File: src/rtl/abs_diff_sad_acc.sv
// Streaming absolute-difference unit with a block-wise SAD accumulator.
// A finished block result is held (input stalled) until the consumer takes it.
module abs_diff_sad_acc #(
    parameter int WIDTH     = 8,
    parameter int BLOCK_LEN = 16,
    parameter int SIGNED    = 0,
    parameter int SUM_W     = WIDTH + $clog2(BLOCK_LEN),
    parameter int CNT_W     = $clog2(BLOCK_LEN)
) (
    input  logic             clk,
    input  logic             rst,
    input  logic             clear,
    input  logic             in_valid,
    output logic             in_ready,
    input  logic [WIDTH-1:0] reff,
    input  logic [WIDTH-1:0] data,
    output logic [WIDTH-1:0] diff_out,
    output logic             diff_valid,
    output logic [SUM_W-1:0] sad_out,
    output logic             sad_valid,
    input  logic             sad_ready,
    output logic [CNT_W-1:0] sample_cnt
);

    typedef enum logic {ACCUM, HOLD} state_t;

    state_t           r_state;
    state_t           w_state_nxt;
    logic             r_in_ready;
    logic [WIDTH-1:0] r_diff;
    logic             r_diff_valid;
    logic [SUM_W-1:0] r_sad;
    logic             r_sad_valid;
    logic [SUM_W-1:0] r_acc;
    logic [CNT_W-1:0] r_cnt;

    logic             w_accept;
    logic             w_last;
    logic [WIDTH-1:0] w_diff;
    logic [SUM_W-1:0] w_acc_sum;

    // One extra bit holds any difference of two WIDTH-bit operands, signed or not.
    function automatic logic [WIDTH-1:0] abs_diff(input logic [WIDTH-1:0] a,
                                                  input logic [WIDTH-1:0] b);
        logic signed [WIDTH:0] ea;
        logic signed [WIDTH:0] eb;
        logic signed [WIDTH:0] d;
        logic signed [WIDTH:0] nd;
        ea = {(SIGNED != 0) & a[WIDTH-1], a};
        eb = {(SIGNED != 0) & b[WIDTH-1], b};
        d  = ea - eb;
        nd = -d;
        return d[WIDTH] ? nd[WIDTH-1:0] : d[WIDTH-1:0];
    endfunction

    assign w_accept  = in_valid && r_in_ready && !clear;
    assign w_last    = (r_cnt == CNT_W'(BLOCK_LEN - 1));
    assign w_diff    = abs_diff(reff, data);
    assign w_acc_sum = r_acc + SUM_W'(w_diff);

    always_comb begin
        w_state_nxt = r_state;
        if (clear) begin
            w_state_nxt = ACCUM;
        end else begin
            case (r_state)
                ACCUM:   if (w_accept && w_last) w_state_nxt = HOLD;
                HOLD:    if (sad_ready) w_state_nxt = ACCUM;
                default: w_state_nxt = ACCUM;
            endcase
        end
    end

    // in_ready is registered from the next state, so sad_ready never reaches it combinationally.
    always_ff @(posedge clk or posedge rst) begin
        if (rst) begin
            r_state    <= ACCUM;
            r_in_ready <= 1'b0;
        end else begin
            r_state    <= w_state_nxt;
            r_in_ready <= (w_state_nxt == ACCUM);
        end
    end

    always_ff @(posedge clk or posedge rst) begin
        if (rst) begin
            r_diff       <= '0;
            r_diff_valid <= 1'b0;
            r_sad        <= '0;
            r_sad_valid  <= 1'b0;
            r_acc        <= '0;
            r_cnt        <= '0;
        end else if (clear) begin
            r_diff_valid <= 1'b0;
            r_sad_valid  <= 1'b0;
            r_acc        <= '0;
            r_cnt        <= '0;
        end else begin
            r_diff_valid <= w_accept;
            if (w_accept) begin
                r_diff <= w_diff;
                if (w_last) begin
                    r_sad       <= w_acc_sum;
                    r_sad_valid <= 1'b1;
                    r_acc       <= '0;
                    r_cnt       <= '0;
                end else begin
                    r_acc <= w_acc_sum;
                    r_cnt <= r_cnt + CNT_W'(1);
                end
            end else if (r_state == HOLD && sad_ready) begin
                r_sad_valid <= 1'b0;
            end
        end
    end

    assign in_ready   = r_in_ready;
    assign diff_out   = r_diff;
    assign diff_valid = r_diff_valid;
    assign sad_out    = r_sad;
    assign sad_valid  = r_sad_valid;
    assign sample_cnt = r_cnt;

endmodule

File: config.mk
export PLATFORM = sky130hd
export DESIGN_NAME = abs_diff_sad_acc
export DESIGN_NICKNAME = d
export VERILOG_FILES = /design/src/rtl/abs_diff_sad_acc.sv
export SDC_FILE = /design/constraint.sdc
export NUM_CORES = 1
export LEC_CHECK = 0
export BUFFER_PORTS_ARGS = -buffer_cell sky130_fd_sc_hd__buf_2
export CORE_UTILIZATION = 55
export CTS_CLUSTER_DIAMETER = 50
export CTS_CLUSTER_SIZE = 30
export DETAILED_ROUTE_END_ITERATION = 8
export GPL_ROUTABILITY_DRIVEN = 0
export GPL_TIMING_DRIVEN = 0
export MAX_ROUTING_LAYER = met4
export PLACE_DENSITY = 0.91
export SLEW_MARGIN = 5
export SYNTH_ARGS = -nofsm -noshare
export SYNTH_HDL_FRONTEND = slang
export SYNTH_SLANG_ARGS = --single-unit
File: constraint.sdc
create_clock -name clk -period 3.6 [get_ports clk]
set_input_delay 0.18 -clock clk [delete_from_list [all_inputs] [get_ports clk]]
set_output_delay 0.18 -clock clk [all_outputs]
set_load 0.1 [all_outputs]
; Word-level counts from Yosys, hierarchy flattened
; Cells that the tools add are included.
[totals]
output_inout_bits = 27
ff_bits = 40
inputBits = 21
elab_cells = 43
[op_classes]
mux = 16
n_addsub = 4
n_reduce_logical = 10
n_eq_ne = 2
bitwise_logic = 3
[op_table]
columns = operator, n
row1 = 12-bit two-way mux, 3
row2 = 12-bit by 8-bit adder with 12-bit output, 1
row3 = 4-bit two-way mux, 3
row4 = 8-bit by 8-bit subtractor with 9-bit output, 1
row5 = 1-bit two-way mux, 8
row6 = 8-bit two-way mux, 1
row7 = 8-bit negator, 1
row8 = "4-bit by 1-bit adder with 4-bit output, second input constant", 1
row9 = "4-bit == test, second input constant", 1
row10 = 1-bit logical AND, 4
row11 = 2-bit AND reduction, 2
row12 = "3-bit by 2-bit != test with 1-bit output, second input constant", 1
row13 = 1-bit inverter, 3
row14 = 3-bit AND reduction, 1
row15 = 3-bit nonzero test, 1
row16 = 1-bit case mux with 2 select lines, 1
row17 = 2-bit nonzero test, 1
row18 = 1-bit logical NOT, 1

; Longest topological paths before layout
; Gate-level depths: netlist (run 1).
[logic_depth]
depth_word = 7
mapped_depth = 17
mapped_depth_nobuf = 17

; Least setup slack after synthesis (run 1)
; No wires, ideal clock.
[synth_path]
kind = in2reg
from = in reff[0]
to = reg r_sad[6], in the netlist sad_out[6]
n_path_buf = 0
required_ns = 3.474
slack_ns = 0.154
t_arrival_ns = 3.320
setup_time_ns = 0.126
cell_stages = 15
cell_sequence = inv_1 -> ha_1 -> inv_1 -> fa_1 -> a21o_1 -> a221oi_2 -> o21a_1 -> mux2_2 -> fa_1 -> a21o_1 -> a21oi_1 -> o21bai_1 -> a21oi_1 -> xnor2_1 -> mux2_2
[synth_via]
elab_chain_cells = 4
[synth_rtl]
columns = element, line
row1 = from (decl), 15  ; input logic [WIDTH-1:0] reff,
row2 = 8-bit by 8-bit subtractor with 9-bit output *, 51  ; d = ea - eb;
row3 = 8-bit negator, 52  ; nd = -d;
row4 = 8-bit two-way mux *, 53  ; return d[WIDTH] ? nd[WIDTH-1:0] : d[WIDTH-1:0];
row5 = net w_diff[1], 39  ; logic [WIDTH-1:0] w_diff;
row6 = 12-bit by 8-bit adder with 12-bit output *, 59  ; assign w_acc_sum = r_acc + SUM_W'(w_diff);
row7 = to (signal assigned), 103  ; r_sad <= w_acc_sum;
row8 = to (decl), 32  ; logic [SUM_W-1:0] r_sad;
; The timed path passes the listed nets; every way through them passes the cells marked *.
; A chain may end at the register's enable or synchronous reset.

; Worst setup path after layout (run 1)
[layout_path]
from = in reff[0]
to = reg r_acc[10]
[layout_via]
elab_chain_cells = 7
[layout_rtl]
columns = element, line
row1 = 8-bit by 8-bit subtractor with 9-bit output *, 51
row2 = 8-bit negator, 52
row3 = 8-bit two-way mux *, 53
row4 = net w_diff[7], 39
row5 = 12-bit by 8-bit adder with 12-bit output *, 59
row6 = 12-bit two-way mux *, 102  ; if (w_last) begin
row7 = 12-bit two-way mux *, 100  ; if (w_accept) begin
row8 = 12-bit two-way mux *, 93  ; end else if (clear) begin
row9 = to (signal assigned), 108  ; r_acc <= w_acc_sum;
row10 = to (decl), 34  ; logic [SUM_W-1:0] r_acc;
; The timed path passes the listed nets; every way through them passes the cells marked *. The select of a mux whose other input is x is not followed.

==> results.yml, run 1 <==
synth:
  synth_top_area_cell: "dfrtp_1"
  ys_ff_latch: 40
  ys_async_sr_fraction: 1.00
  synthesis.nets: 291
  synth_area_per_cell_sq_um: 9.99
  ys_top_cells_by_area: "dfrtp_1, ha_1, mux2_2"
  yosysWarnings: 0
  synthFlopType: "dfrtp_1"
  yosysTopAreaCellShare: 0.401
  seq_area_frac_synth: 0.401
  ys_types: 51
  postSynthCellCount: 250
  netlist_area_sq_um: 2500
  synth_edf_count: 0
die:
  core-area_sq_um: 4350
  pin_count: 48
  die_x_um: 69.4
  chipHeight_um: 69.4
  initial_utilization: 0.574
  rows: 24
  dieArea_sq_um: 4820
timing:
  hold_viol_final: 0
  tns_ns: 0
  min_period_ns: 3.46
  min_period_over_period: 0.961
  skew_ns: 0.00702
  tightestPinTransition_ns: 0.836
  drv_slew: 0
  clock.fmax_mhz: 289
  slew_headroom: 0.442
  setup_violations: 0
  fin_ws_ns: 0.140
detailed_routing:
  num_vias: 2104
  detail-route-antenna-nets: 0
  wire_per_inst_um: 16.1
  routed_wl_um: 5750
  firstDrtPassIters: 5
  post-route-drc-count: 0
  drtIter0Drc: 154
  viasPerCell: 5.88
pwr:
  static-leakage-power_uw: 0.00153
  ir_worst_vdd_uv: 447
  p_total_uw: 1840
  pwr_density_cell_nw_per_um2: 623
placed_design:
  preCtsSetupSlack_ns: -0.333
  hpwlAfterDp_um: 4030
  place_inst: 349
  port-buffer-count: 47
clock_network:
  root_buffer: "clkbuf_8"
  clock_latency_ns: 0.30
  path_clk_slew_ns: 0.08
  numCtsBuffers: 5
  clock_path_buffers: 2
  cts_tree: "yes"
  clock_sinks: 40
  htreeDepth: 2
layout:
  instances_no_fill: 358
  drive_gt1_frac: 0.291
  n_antenna_cell: 0
  area_delta_synth_final_pct: 18.2
  final_nets: 346
critical_path:
  worstSetupEndpointType: "register"
  crit_chain: "buf_2 > inv_1 > ha_1 > inv_1 > fa_1 > a21o_1 > a221oi_4 > buf_4 > xnor2_1 > a211oi_2 > nor3_1 > nor2_1 > ha_2 > o21ai_0 > a21oi_2 > nand3_1 > xor2_1 > o31ai_1"
  start_kind: "input port"
  cp.arrival_ns: 3.67
  critPathSlowestCell: "fa_1"
  cpPeakStageDelay_ns: 0.42
  worstSetupPathType: "in -> reg"
  crit_family: "compound AO/OA/AOI/OAI gates"
  worstPathBufferInverterCount: 4
  crit_path_max_fanout: 6
  timing.critical_path.mode_cell: "inv_1"
  cp.required_ns: 3.82
run_status:
  status: "finished, final reports clean"
job:
  cap_violations: 0
global_route:
  grt_start_max_net_pins: 41
  grt_pass1_vias: 2068
  grt_util_all_layers: 0.254
  grt_pass1_wl_um: 9450
  antenna_found_initial: 0
  overflow: 0
min_path:
  hold_class: "in -> async"
## placed cells by master (no fill, tap or decap), types with 2 or more instances in the layout
cell type / count
a21o_1: 9
a21oi_1: 10
a21oi_2: 5
a22o_1: 9
and3_1: 2
and3_2: 2
buf_2: 48
clkbuf_1: 4
clkbuf_8: 5
dfrtp_1: 40
fa_1: 2
ha_1: 17
inv_1: 17
mux2_2: 13
nand2_1: 29
nand2b_1: 2
nand3_1: 7
nand4_1: 3
nor2_1: 9
o21a_1: 4
o21ai_0: 9
o21ai_1: 2
o22ai_1: 4
o31ai_1: 2
or3_1: 2
xnor2_1: 12
xor2_1: 6
## state kept, by name, indices dropped and copies added (netlist names)
name	count
diff_valid	1
in_ready	1
sad_out	12
sample_cnt	4
r_acc	12
diff_out	8
r_state	1
sad_valid	1
## cells by family after synthesis
logic type      after synthesis  share of synthesized area
flops                        40                      0.401
simple gates                 68                      0.135
xor+xnor                     18                     0.0631
mux                          14                     0.0626
buf+inv                      24                     0.0396
compound gates               66                      0.193
fa+ha+maj                    20                      0.106
## cells in the mapped netlist, types with 2 or more instances
library cell,n
inv_1,18
fa_1,2
ha_1,18
a21oi_1,15
nor2_1,9
dfrtp_1,40
o21ai_1,2
a22o_1,9
nand3_1,7
and3_1,2
o21ai_0,9
nor4_1,2
nand2b_1,2
clkbuf_1,3
o22ai_1,4
o21a_1,4
a21o_1,9
o31ai_1,2
and3_2,2
nand2_1,29
xnor2_1,12
or3_1,2
nand4_1,3
mux2_2,13
xor2_1,6
## routing by layer
layer | vias up | global-route usage | part of all wire
met5 | - | - | 0
met4 | 0 | 0.111 | 0.026
met3 | 19 | 0.0538 | 0.047
met2 | 78 | 0.409 | 0.51
met1 | 1003 | 0.308 | 0.42
li1 | 1004 | - | -
## final timing paths
path	to	slack (ns)	depth (start not counted)	startpoint
setup / recovery	r_acc[10]	0.14	18	reff[0]
hold / removal	r_state	0.04	2	rst
setup reg to reg	sad_out[1]	1.39	6	sample_cnt[0]
hold reg to reg	sad_out[11]	0.48	2	sad_out[11]
max in group asynchronous	diff_out[2]	3.03	2	rst
min in group clk	sample_cnt[1]	0.10	2	clear
## repair_timing
action | 4_1_cts | 5_1_grt
resized for setup | 1 | 7
pin swaps | 1 | 3
endpoints found under the setup margin | 3 | 8
setup buffers | 0 | 1
hold buffers | 0 | 0
## per-stage QoR
| stage | util | hold slack [ns] | area (sq um) |
|---|---|---|---|
| 2_1_floorplan | - | 0.243 | 2500 |
| 3_3_place_gp | 0.643 | 0.407 | 2800 |
| 3_5_place_dp | 0.643 | 0.402 | 2800 |
| 4_1_cts | 0.670 | 0.0659 | 2920 |
| 5_1_grt | 0.678 | 0.115 | 2950 |
| 6_report | 0.678 | 0.0389 | 2950 |
## worst register-to-register path: stages, from the launching register on
cell and delay [ns]:
dfrtp_1 0.44, ha_1 0.23, and3_1 0.18, clkbuf_1 0.16, nand2_1 0.33, clkbuf_1 0.39, mux2_2 0.38
## final cells by class
cell class,count,area (sq um)
Inverter,19,71.3
Tap cell,52,65.1
Multi-Input combinational cell,186,1440
Fill cell,314,1400
Timing Repair Buffer,48,243
Clock inverter,2,35.0
Sequential cell,40,1000
Clock buffer,6,72.6
Buffer,5,27.5
## report_power, final
part	internal, uW	total (uW)	switching [uW]
combinational	291	913	622
sequential	512	555	43.1
clock	206	371	165
total	1010	1840	831
Power figures use the tool's default switching activity.
==> run 2: changes to the inputs <==
--- a/config.mk
+++ b/config.mk
@@ -7,6 +7,7 @@
 export LEC_CHECK = 0
 export BUFFER_PORTS_ARGS = -buffer_cell sky130_fd_sc_hd__buf_2
 export CORE_UTILIZATION = 55
+export CTS_BUF_LIST = sky130_fd_sc_hd__clkbuf_8
 export CTS_CLUSTER_DIAMETER = 50
 export CTS_CLUSTER_SIZE = 30
 export DETAILED_ROUTE_END_ITERATION = 8
==> run 2 against run 1 <==
Clock power hardly changed. Non-clock buffer count stayed put. Utilization stayed put. Routed wire length hardly changed. Sequential share of layout area stayed put. Clock-buffer cell count is 1 lower. Worst hold slack stayed put. Sequential cell count stayed put. Power is 0.15% lower. Final area stayed put. Register-to-register slack hardly changed. First-iteration DRC count stayed put.
==> results.yml, run 2 (same netlist as run 1, synthesis figures left out) <==
critical_path:
  worstSetupEndpointType: "register"
  cp.arrival_ns: 3.67
  worstSetupPathType: "in -> reg"
  crit_family: "compound AO/OA/AOI/OAI gates"
  crit_chain: "buf_2 > inv_1 > ha_1 > inv_1 > fa_1 > a21o_1 > a221oi_4 > buf_4 > xnor2_1 > a211oi_2 > nor3_1 > nor2_1 > ha_2 > o21ai_0 > a21oi_2 > nand3_1 > xor2_1 > o31ai_1"
  worstPathBufferInverterCount: 4
  timing.critical_path.mode_cell: "inv_1"
  cp.required_ns: 3.82
  cpPeakStageDelay_ns: 0.42
  start_kind: "input port"
  crit_path_max_fanout: 6
  critPathSlowestCell: "fa_1"
detailed_routing:
  post-route-drc-count: 0
  detail-route-antenna-nets: 0
  firstDrtPassIters: 5
  num_vias: 2104
  wire_per_inst_um: 16.1
  drtIter0Drc: 154
  routed_wl_um: 5750
  viasPerCell: 5.88
timing:
  drv_slew: 0
  tightestPinTransition_ns: 0.836
  hold_viol_final: 0
  skew_ns: 0.00702
  clock.fmax_mhz: 289
  tns_ns: 0
  slew_headroom: 0.442
  min_period_over_period: 0.961
  min_period_ns: 3.46
  setup_violations: 0
die:
  chipHeight_um: 69.4
  initial_utilization: 0.574
  core-area_sq_um: 4350
  pin_count: 48
  die_x_um: 69.4
  dieArea_sq_um: 4820
  rows: 24
clock_network:
  clock_latency_ns: 0.30
  clock_sinks: 40
  cts_tree: "yes"
  clock_path_buffers: 2
  hold_buffers: 0
  numCtsBuffers: 5
  htreeDepth: 2
  root_buffer: "clkbuf_8"
  path_clk_slew_ns: 0.08
placed_design:
  hpwlAfterDp_um: 4030
  placed_cell_area_sq_um: 2800
  port-buffer-count: 47
layout:
  fin_area_sq_um: 2950
  seq_area_sq_um: 1000
  final_nets: 346
  n_fill_cell: 314
  n_antenna_cell: 0
  layout_common_cells: "buf_2, dfrtp_1, nand2_1, inv_1, ha_1"
  post-route-util: 0.678
  multi_input_area_sq_um: 1440
  drive_gt1_frac: 0.291
  final_common_cell: "buf_2"
  area_delta_synth_final_pct: 18.2
global_route:
  grt_start_max_net_pins: 41
  grt_util_all_layers: 0.254
  grt_pass1_wl_um: 9450
  overflow: 0
  antenna_found_initial: 0
  grt_pass1_vias: 2068
run_status:
  status: "finished, final reports clean"
pwr:
  ir_worst_vdd_uv: 447
  static-leakage-power_uw: 0.00153
  pwr_density_cell_nw_per_um2: 622
job:
  cap_violations: 0
min_path:
  hold_class: "in -> async"
## run 2: metrics by stage
| step | std cells | power (uW) | setup WS (ns) | hold WS (ns) |
|---|---|---|---|---|
| final | 358 | 1840 | 0.140 | 0.0389 |
| after global routing | 358 | 1930 | -0.0428 | 0.115 |
| after CTS | 357 | 1790 | 0.000794 | 0.0655 |
| after detailed placement | 349 | 1410 | -0.333 | 0.402 |
| after global placement | 349 | 1370 | -0.221 | 0.407 |
| after floorplan | 250 | 1250 | 0.154 | 0.243 |
## run 2: path summary, 6_finish.rpt
path / from / to / slack, ns / cells past startpoint
max: reff[0] / r_acc[10] / 0.14 / 18
min: rst / r_state / 0.04 / 2
max reg2reg: sample_cnt[0] / sad_out[1] / 1.39 / 6
min reg2reg: sad_out[11] / sad_out[11] / 0.48 / 2
max in group asynchronous: rst / diff_out[2] / 3.03 / 2
min in group clk: clear / sample_cnt[1] / 0.10 / 2
## run 2: final cells by class
cell class | count | area share
buffer | 5 | 0.00932
clock buffer | 5 | 0.0233
clock inverter | 3 | 0.0131
inverter | 19 | 0.0242
multi-input combinational | 186 | 0.487
sequential | 40 | 0.339
tap | 52 | 0.0220
timing repair buffer | 48 | 0.0822
## run 2: report_power, final
part | internal [uW] | leakage (uW) | switching, uW | total, uW
combinational | 291 | 0.000945 | 622 | 913
sequential | 512 | 0.000529 | 43.1 | 555
clock | 203 | 0.0000593 | 165 | 368
total | 1010 | 0.00153 | 831 | 1840
## run 2: layer usage
metal | wire, um | GRT usage | share of wire | up-vias
li1 | - | - | - | 1004
met1 | 2410 | 0.308 | 0.42 | 1003
met2 | 2920 | 0.409 | 0.51 | 78
met3 | 272 | 0.0538 | 0.047 | 19
met4 | 150 | 0.111 | 0.026 | 0
met5 | 0 | - | 0 | -
## run 2: timing repair
action	in CTS	in global routing
pin swaps	1	3
gates resized for setup	1	7
endpoints found under the setup margin	3	8
buffers inserted	0	1
cloned	0	0
==> run 3: changes to the inputs <==
==> constraint.sdc (replaced) <==
create_clock -name clk -period 4 [get_ports clk]
set_input_delay 0.2 -clock clk [delete_from_list [all_inputs] [get_ports clk]]
set_output_delay 0.2 -clock clk [all_outputs]
set_load 0.1 [all_outputs]
==> run 3 against run 2 <==
First-iteration DRC count rose by 6.5%. Clock-buffer cell count did not move. Register-to-register slack improved by 0.29 ns. Worst hold slack improved by 0.023 ns. Clock power fell by 10%. Largest cell class unchanged. Die area did not move. Sequential power fell by 10%. Critical path type unchanged. Power fell by 12%. Sequential share of layout area rose by 0.54 points. Non-clock buffer count fell by 1. Worst setup slack improved by 0.12 ns.
==> results.yml, run 3 (same netlist as run 1, synthesis figures left out) <==
run_status:
  status: "finished, final reports clean"
detailed_routing:
  viasPerCell: 5.94
  detail-route-antenna-nets: 0
  drtIter0Drc: 164
  routed_wl_um: 5620
  firstDrtPassIters: 4
  post-route-drc-count: 0
  num_vias: 2120
  wire_per_inst_um: 15.7
global_route:
  overflow: 0
  grtUsageMet1: 0.308
  met3_usage: 0.0552
  grt_pass1_wl_um: 9450
  grt_pass1_vias: 2078
  grt_util_all_layers: 0.253
  grt_start_max_net_pins: 41
  grt-busiest-layer: "met2"
  antenna_found_initial: 0
  use_met2: 0.402
clock_network:
  clock_sinks: 40
  root_buffer: "clkbuf_8"
  ctsResizeCount: 0
  cts_tree: "yes"
  clock_latency_ns: 0.30
  path_clk_slew_ns: 0.08
  cts_setup_buffers: 0
  htreeDepth: 2
  numCtsBuffers: 5
  hold_buffers: 0
  clock_path_buffers: 2
timing:
  whs_ns: 0.0619
  rsz0062_at_grt: "no"
  min_period_ns: 3.74
  fin_ws_ns: 0.256
  drv_slew: 0
  clock.fmax_mhz: 267
  skew_ns: 0.00772
  slew_headroom: 0.436
  hold_viol_final: 0
  setup_violations: 0
  min_period_over_period: 0.936
  tightestPinTransition_ns: 0.845
  tns_ns: 0
pwr:
  combinationalPowerShare: 0.486
  pwr-share-clk: 0.204
  ir_worst_vdd_uv: 342
  p_seq_frac: 0.309
  static-leakage-power_uw: 0.00152
  p_int_uw: 890
  swShare: 0.449
  power.switching_uw: 725
  pwr_density_cell_nw_per_um2: 555
placed_design:
  preCtsSetupSlack_ns: 0.0467
  port-buffer-count: 47
  place_inst: 349
  hpwlAfterDp_um: 4030
  placed_cell_area_sq_um: 2800
layout:
  final_nets: 345
  area_delta_synth_final_pct: 16.3
  drive_gt1_frac: 0.266
  instances_no_fill: 357
  fin_area_sq_um: 2910
  n_antenna_cell: 0
  final_common_cell: "buf_2"
  layout_common_cells: "buf_2, dfrtp_1, nand2_1, inv_1, ha_1"
critical_path:
  worstSetupPathType: "in -> reg"
  cp.arrival_ns: 3.93
  cp.required_ns: 4.19
  start_kind: "input port"
  crit_path_max_fanout: 4
  ff2ff_path_depth: 8
  worstSetupEndpointType: "register"
die:
  rows: 24
  initial_utilization: 0.574
  die_x_um: 69.4
  pin_count: 48
  chipHeight_um: 69.4
  dieArea_sq_um: 4820
  core-area_sq_um: 4350
min_path:
  hold_class: "in -> async"
job:
  cap_violations: 0
==> run 3: cell type report <==
class | count | area [sq um]
inverter | 19 | 71.3
clock inverter | 3 | 38.8
fill | 324 | 1450
timing repair buffer | 47 | 235
clock buffer | 5 | 68.8
sequential | 40 | 1000
multi-input combinational | 186 | 1400
buffer | 5 | 27.5
tap | 52 | 65.1
==> run 3: path summary, 6_finish.rpt <==
kind	start	end	slack [ns]
min	rst	r_state	0.06
max in group asynchronous	rst	diff_out[2]	3.40
max reg2reg	r_acc[0]	sad_out[6]	1.68
min reg2reg	sad_out[11]	sad_out[11]	0.48
max	reff[0]	sad_out[6]	0.26
min in group clk	clear	sample_cnt[1]	0.12
==> run 3: critical path: stages <==
cell	delay (ns)
buf_2	0.09
inv_1	0.05
ha_1	0.18
inv_1	0.06
fa_1	0.42
a21o_1	0.21
a221oi_2	0.40
o21a_1	0.29
mux2_2	0.41
fa_1	0.43
a21o_1	0.19
a21oi_1	0.28
o21bai_1	0.14
a21oi_1	0.21
xnor2_1	0.11
mux2_2	0.27
==> run 3: layer usage <==
layer	vias to the layer above	wire, um	share of wire
met5	-	0	0
met4	0	191	0.034
met3	23	308	0.055
met2	84	2840	0.50
met1	1010	2290	0.41
li1	1003	-	-
==> run 3: through the flow <==
stage / util / power, uW
floorplan: - / 1120
global placement: 0.643 / 1230
detailed placement: 0.643 / 1270
CTS: 0.668 / 1610
global route: 0.668 / 1700
finish: 0.668 / 1610
==> run 3: power groups by stage <==
stage | Combinational [uW] | Clock (uW) | Sequential (uW)
final | 785 | 330 | 499
after global routing | 836 | 356 | 506
after CTS | 780 | 333 | 498
after detailed placement | 760 | 0 | 506
after global placement | 732 | 0 | 503
after floorplan | 418 | 0 | 703
